--- src/rtl/param_buffer_ctrl.sv ---
// ---------------------------------------------------------------------------
// param_buffer_ctrl
//
// Sequences and shares the primitive parameter cache (one address port,
// one write strobe, 1-cycle read latency) between the display-list parser,
// which stores primitives, and the rasterizer/ISP, which reads them back
// by tag.
// Tags are handed out sequentially per tile. The cache is flushed at every
// tile start.
//
// Ports:
//   clock          single clock
//   reset_n        synchronous, active-low reset
//   flush          tile-start pulse; discards all allocated entries
//   wr_req         parser has a primitive to store (held until wr_gnt)
//   wr_gnt         combinational; write accepted this cycle
//   wr_tag         tag allocated to the accepted write (valid with wr_gnt)
//   rd_req         rasterizer read request (held until rd_gnt or rd_err)
//   rd_tag         tag to read
//   rd_gnt         combinational; read accepted this cycle
//   rd_err         combinational; rd_tag not yet allocated, request consumed
//   rd_data_valid  registered; cache outputs hold the requested primitive
//   prim_tag       registered cache address
//   pcache_write   registered cache write strobe
//   entry_count    committed entries this tile
//   full           entry_count == ENTRIES
// ---------------------------------------------------------------------------
module param_buffer_ctrl #(
  parameter int TAG_W      = 12,
  parameter int ENTRIES    = 1024,
  parameter int STARVE_MAX = 4
) (
  input  logic             clock,
  input  logic             reset_n,
  input  logic             flush,
  input  logic             wr_req,
  output logic             wr_gnt,
  output logic [TAG_W-1:0] wr_tag,
  input  logic             rd_req,
  input  logic [TAG_W-1:0] rd_tag,
  output logic             rd_gnt,
  output logic             rd_err,
  output logic             rd_data_valid,
  output logic [TAG_W-1:0] prim_tag,
  output logic             pcache_write,
  output logic [TAG_W-1:0] entry_count,
  output logic             full
);

  localparam int              STARVE_W    = $clog2(STARVE_MAX + 1);
  localparam logic [STARVE_W-1:0] STARVE_LIM = STARVE_W'(STARVE_MAX);
  localparam logic [TAG_W-1:0]    ENTRIES_TAG = TAG_W'(ENTRIES);

  logic [STARVE_W-1:0] starve_cnt;
  logic                rd_in_range;
  logic                wr_elig;
  logic                rd_elig;
  logic                force_wr;
  logic                rd_valid_s1;

  assign full = (entry_count == ENTRIES_TAG);

  // Both operands are TAG_W wide, so this is a plain unsigned compare
  // against the zero-extended entry count.
  assign rd_in_range = (rd_tag < entry_count);

  // Every combinational output is qualified with reset_n so the requesters
  // see nothing accepted while the block is held in reset.
  always_comb begin
    wr_elig  = reset_n & wr_req & ~full & ~flush;
    rd_elig  = reset_n & rd_req & ~flush & rd_in_range;
    force_wr = wr_elig & (starve_cnt == STARVE_LIM);
  end

  // Reads win the shared address port unless a write has already been held
  // off for STARVE_MAX consecutive read grants. An out-of-range read never
  // touches the port, so it is reported immediately and never arbitrates.
  always_comb begin
    wr_gnt = wr_elig & (~rd_elig | force_wr);
    rd_gnt = rd_elig & ~force_wr;
    rd_err = reset_n & rd_req & ~flush & ~rd_in_range;
    wr_tag = reset_n ? entry_count : '0;
  end

  // Starvation counter: only counts reads that overtook a waiting write.
  // Any write grant, any cycle with no eligible write, and flush clear it.
  always_ff @(posedge clock) begin
    if (!reset_n) begin
      starve_cnt <= '0;
    end else if (flush || wr_gnt || !wr_elig) begin
      starve_cnt <= '0;
    end else if (rd_gnt) begin
      starve_cnt <= starve_cnt + STARVE_W'(1);
    end
  end

  // Entry allocation. Flush and a write grant are mutually exclusive since
  // flush removes write eligibility. The full check in wr_elig keeps the
  // count from ever wrapping.
  always_ff @(posedge clock) begin
    if (!reset_n) begin
      entry_count <= '0;
    end else if (flush) begin
      entry_count <= '0;
    end else if (wr_gnt) begin
      entry_count <= entry_count + TAG_W'(1);
    end
  end

  // Cache address and write strobe. The address holds on idle cycles so the
  // cache output stays stable; the strobe is a one-cycle pulse per grant.
  always_ff @(posedge clock) begin
    if (!reset_n) begin
      prim_tag     <= '0;
      pcache_write <= 1'b0;
    end else begin
      pcache_write <= wr_gnt;
      if (wr_gnt) begin
        prim_tag <= wr_tag;
      end else if (rd_gnt) begin
        prim_tag <= rd_tag;
      end
    end
  end

  // Read-valid pipeline: stage 1 marks the cycle the address is registered,
  // stage 2 the cycle the cache output holds the data. Flush deliberately
  // leaves this alone so reads already issued still complete; only reset
  // cancels them.
  always_ff @(posedge clock) begin
    if (!reset_n) begin
      rd_valid_s1   <= 1'b0;
      rd_data_valid <= 1'b0;
    end else begin
      rd_valid_s1   <= rd_gnt;
      rd_data_valid <= rd_valid_s1;
    end
  end

endmodule
--- config.mk ---
export PLATFORM = sky130hd
export DESIGN_NAME = param_buffer_ctrl
export DESIGN_NICKNAME = d
export VERILOG_FILES = /design/src/rtl/param_buffer_ctrl.sv
export SDC_FILE = /design/constraint.sdc
export NUM_CORES = 1
export LEC_CHECK = 0
export ABC_CLOCK_PERIOD_IN_PS = 1800
export BUFFER_PORTS_ARGS = -buffer_cell sky130_fd_sc_hd__buf_2
export CAP_MARGIN = 10
export CELL_PAD_IN_SITES_DETAIL_PLACEMENT = 1
export CELL_PAD_IN_SITES_GLOBAL_PLACEMENT = 1
export CORE_ASPECT_RATIO = 0.6
export CORE_UTILIZATION = 32
export CTS_CLUSTER_SIZE = 8
export DETAILED_ROUTE_END_ITERATION = 6
export PLACE_DENSITY = 0.81
export REMOVE_ABC_BUFFERS = 1
export SLEW_MARGIN = 5
export SYNTH_ARGS = -nofsm -noshare
export SYNTH_HDL_FRONTEND = slang
export SYNTH_SLANG_ARGS = --single-unit
--- constraint.sdc ---
create_clock -name clock -period 1.8 [get_ports clock]
set_input_delay 0 -clock clock [delete_from_list [all_inputs] [get_ports clock]]
set_output_delay 0 -clock clock [all_outputs]
set_load 0.03 [all_outputs]
# Word level (Yosys, flattened, before mapping)
# Cells that the tools add are included.
# totals
register_bits	30
inputBits	17
output_inout_bits	42
# op_classes
n_addsub	2
order_cmp	1
eq_ne	2
mux	3
n_bitwise	17
reduce_logical	6
# op_table
op	n
12-bit 2-to-1 mux	3
12-bit by 1-bit adder with 12-bit output, second input constant	1
12-bit by 11-bit equality test with 1-bit output, second input constant	1
12-bit less-than comparator	1
1-bit AND	10
1-bit NOT	6
2-bit OR reduction	2
3-bit by 1-bit adder with 3-bit output, second input constant	1
3-bit equality test, second input constant	1
1-bit logical OR	2
2-bit nonzero test	1
1-bit zero test	1
1-bit bitwise OR	1

# Depth between registers and ports, before layout
# logic_depth
word_depth	10
mapped_depth	10
mapped_depth_nobuf	9

# Least setup slack after synthesis
# OpenSTA, ideal clock, no wires.
# synth_timing
path_kind	register to register
from	register entry_count[7]
to	register entry_count[0]
t_arrival_ns	2.221
required_time_ns	1.653
path_slack_ns	-0.568
path_stages_with_launch	10
path_buffers	0
synth_period_minus_slack_ns	2.368
path_cell_list	dfxtp_1 > inv_1 > ha_1 > nand4_1 > a21oi_1 > a21oi_1 > o21ai_2 > inv_2 > nor2_1 > o21ai_0
# synth_between
elab_chain_len	7
word_cells_on_any_way	10
# synth_rtl
item	line_no	rtl
from (decl)	46	output logic [TAG_W-1:0] entry_count,
from (signal assigned)	106	entry_count <= entry_count + TAG_W'(1);
branches (longest 6 deep; another with 12-bit less-than comparator)	--	
1-bit AND (*)	79	wr_gnt = wr_elig & (~rd_elig | force_wr);
named net wr_gnt	37	output logic wr_gnt,
# Mark *: on every way through the listed nets, which the timed path passes.
# A chain may end at the register's enable or synchronous reset.

# Worst setup path after layout
# layout_timing
from	register entry_count[3]
to	register entry_count[8]
# layout_between
elab_chain_len	7
word_cells_on_any_way	11
# layout_rtl
item
branches (longest 7 deep; another with 12-bit less-than comparator)
# Parallel ways; which one is timed is not known.

==> results.toml <==
[placement]
placed_cells = 378
port_buffers = 58
dp_slack_ns = -0.405
globalplace.congestion = 0.876
dp_hpwl_um = 5030

[die]
rows = 20
die_h_um = 58.9
die-width_um = 96.9
die-area_sq_mm = 0.00571
start_util = 0.337
pin_count = 59
core_sq_mm = 0.00513

[hold_path]
hold_class = "in2reg"

[clocking]
htree_levels = 2
path_clk_slew_ns = 0.07
max-clock-path-buffers = 2
clock_latency_ns = 0.31
cts_tree = "done"
cts.sinks = 30
numCtsBuffers = 5
root_buffer = "clkbuf_8"

[power]
sw_frac_of_total = 0.287
p_int_mw = 1.19
seq_power_share = 0.408
comb_power_share = 0.178
power.density_mw_per_mm2 = 545
p_clk_frac = 0.414
switching_power_uw = 476
p_leak_nw = 1.36
vdd_drop_max_uv = 472

[detailed_routing]
drtIter0Drc = 153
final_antenna_net_count = 0
drc_errors = 0
viasPerCell = 5.59
firstDrtPassIters = 4
wl_per_cell_um = 23.1
vias = 2299
drt_wl_total_um = 9480

[run_status]
status = "complete, but fails checks"
violations = "negative hold slack, negative setup slack"

[cells_and_area]
fin_nets = 376
fin_cells = 411
area_growth_syn_to_layout_pct = 76.1
multiInputGateArea_sq_mm = 0.00123
n_fill_cell = 609
drive_above_1_share = 0.513
num_antenna_cells = 0
regArea_sq_um = 616

[worst_setup_path]
crit_fanout = 3
cp.arrival_ns = 2.54
critPathRequiredTime_ns = 2.04
crit_type = "reg2reg"
cp-start-kind = "flip-flop"
cp-end-kind = "flip-flop"

[synth]
yosysWarnings = 0
ys_async_sr_fraction = 0
ys_top_cells_by_area = "dfxtp_1, ha_1, a21oi_1"
syn_area_per_cell_sq_um = 7.93
synth-seq-cells = 30
synth_area_sq_mm = 0.00173
ys_seq_area_frac = 0.347
netlist-cell-type-count = 39
synth-compound-area-share = 0.211
synthXorXnorAreaFrac = 0.00507
synth-adder-area-share = 0.109
synthSimpleGateAreaFrac = 0.250
yosys.cell_count.top_type = "dfxtp_1"
netlist_instances = 218
ys.flop_type = "dfxtp_1"
yosysTopAreaCellShare = 0.347
synth_top_area_cell = "dfxtp_1"
synth_common_cells = "dfxtp_1, a21oi_1, nand2_1"
synth-edff-count = 0
synthMuxAreaShare = 0.00579
synth_top_family_by_area = "simple AND/OR/NAND/NOR gates"

[global_routing]
grt_pass1_vias = 2319
grt_use_met1 = 0.400
grtUsageMet2 = 0.507
grt_antenna_before_repair = 0
grt_util_met3 = 0.0819
grt_busiest_layer = "met2"
gr-total-overflow = 0
grt_max_degree = 23
grt.total_usage = 0.306
grt_pass1_wl_um = 13000

[timing]
fin_crit_sh = 1.28
drv_slew = 0
setup_viol = 32
slew_headroom = 0.698
fin_crit_ns = 2.30
rsz0062_at_grt = "yes"
hold_viol = 1
fin_skew_ns = 0.00705
finalWorstSetupSlack_ns = -0.502
hold_ws_ns = -0.00875
fmax_mhz = 434
tightest_slew_ns = 0.449

[job]
drv_cap = 0
flip-flops by register name, summed over array words and instances, names as in the netlist:
signal         count
entry_count       12
prim_tag          12
rd_data_valid      1
rd_valid_s1        1
pcache_write       1
starve_cnt         3
kinds of logic after synthesis:
kind of cell,after synthesis
AND/OR/NAND/NOR,84
AO/OA/AOI/OAI,59
flip-flops,30
buffers and inverters,28
adder cells (fa/ha/maj),15
XOR/XNOR,1
multiplexers,1
critical path: stages (launching register included):
cell and delay (ns):
dfxtp_4 0.38, inv_2 0.06, ha_2 0.32, o21ai_1 0.10
a21oi_2 0.17, a21oi_2 0.09, o21ai_2 0.21, inv_2 0.11
buf_4 0.15, or4_4 0.51, a21oi_2 0.14
stage by stage:
step	area (sq um)	total power, mW	setup TNS (ns)	util
final	3050	1.66	-12.67	0.594
after detailed placement	2390	0.888	-7.67	0.466
after floorplan	1670	0.786	-21.03	-
after global routing	3050	1.71	-15.38	0.594
after CTS	2900	1.61	-5.62	0.564
after global placement	2390	0.881	-5.17	0.466
routing by layer:
layer  wire length [um]  vias to the layer above
met5                  0                        -
met4                311                        0
met3                790                       31
met2               4170                      112
met1               4220                     1133
li1                   -                     1023
worst paths after layout:
kind                                startpoint             end  slack [ns]  depth (start not counted)
worst max-delay path            entry_count[3]  entry_count[8]       -0.50                         10
worst min-delay path                 rd_tag[0]     prim_tag[0]      -0.009                          3
worst max register to register  entry_count[3]  entry_count[8]       -0.50                         10
worst min register to register     rd_valid_s1   rd_data_valid        0.44                          1
cells in the final DEF (no fill, tap or decap), types with 3 or more instances in the layout:
cell,count
a21oi_2,7
nor2_1,17
ha_1,7
dfxtp_1,22
nand3_1,5
nand2_1,20
inv_2,6
o21ai_2,3
o21ai_0,7
buf_4,51
buf_2,54
ha_4,6
a21oi_1,19
clkbuf_8,8
dfxtp_2,6
a31o_1,5
nand4_1,8
buf_6,8
inv_1,11
o21ai_1,8
dlygate4sd3_1,10
and2_1,13
what timing repair did:
item / in CTS / in global routing
pin swaps: 12 / 10
endpoints found under the setup margin: 32 / 33
buffers inserted: 8 / 5
hold buffers: 10 / 0
resized for setup: 54 / 31
gates cloned: 1 / 1
hold endpoints to repair: 10 / 0
power by group through the flow:
stage / logic, mW / clock network (mW) / registers [mW]
3_3_place_gp: 0.187 / 0 / 0.694
3_5_place_dp: 0.193 / 0 / 0.695
6_report: 0.296 / 0.687 / 0.678
4_1_cts: 0.253 / 0.678 / 0.678
2_1_floorplan: 0.0700 / 0 / 0.716
5_1_grt: 0.309 / 0.720 / 0.679
area by class of cell:
cell class / count / share of cell area
sequential: 30 / 0.202
inverter: 18 / 0.0230
multi-input combinational: 161 / 0.403
tap: 66 / 0.0271
timing repair buffer: 128 / 0.308
clock buffer: 8 / 0.0362
Power figures use the tool's default switching activity.
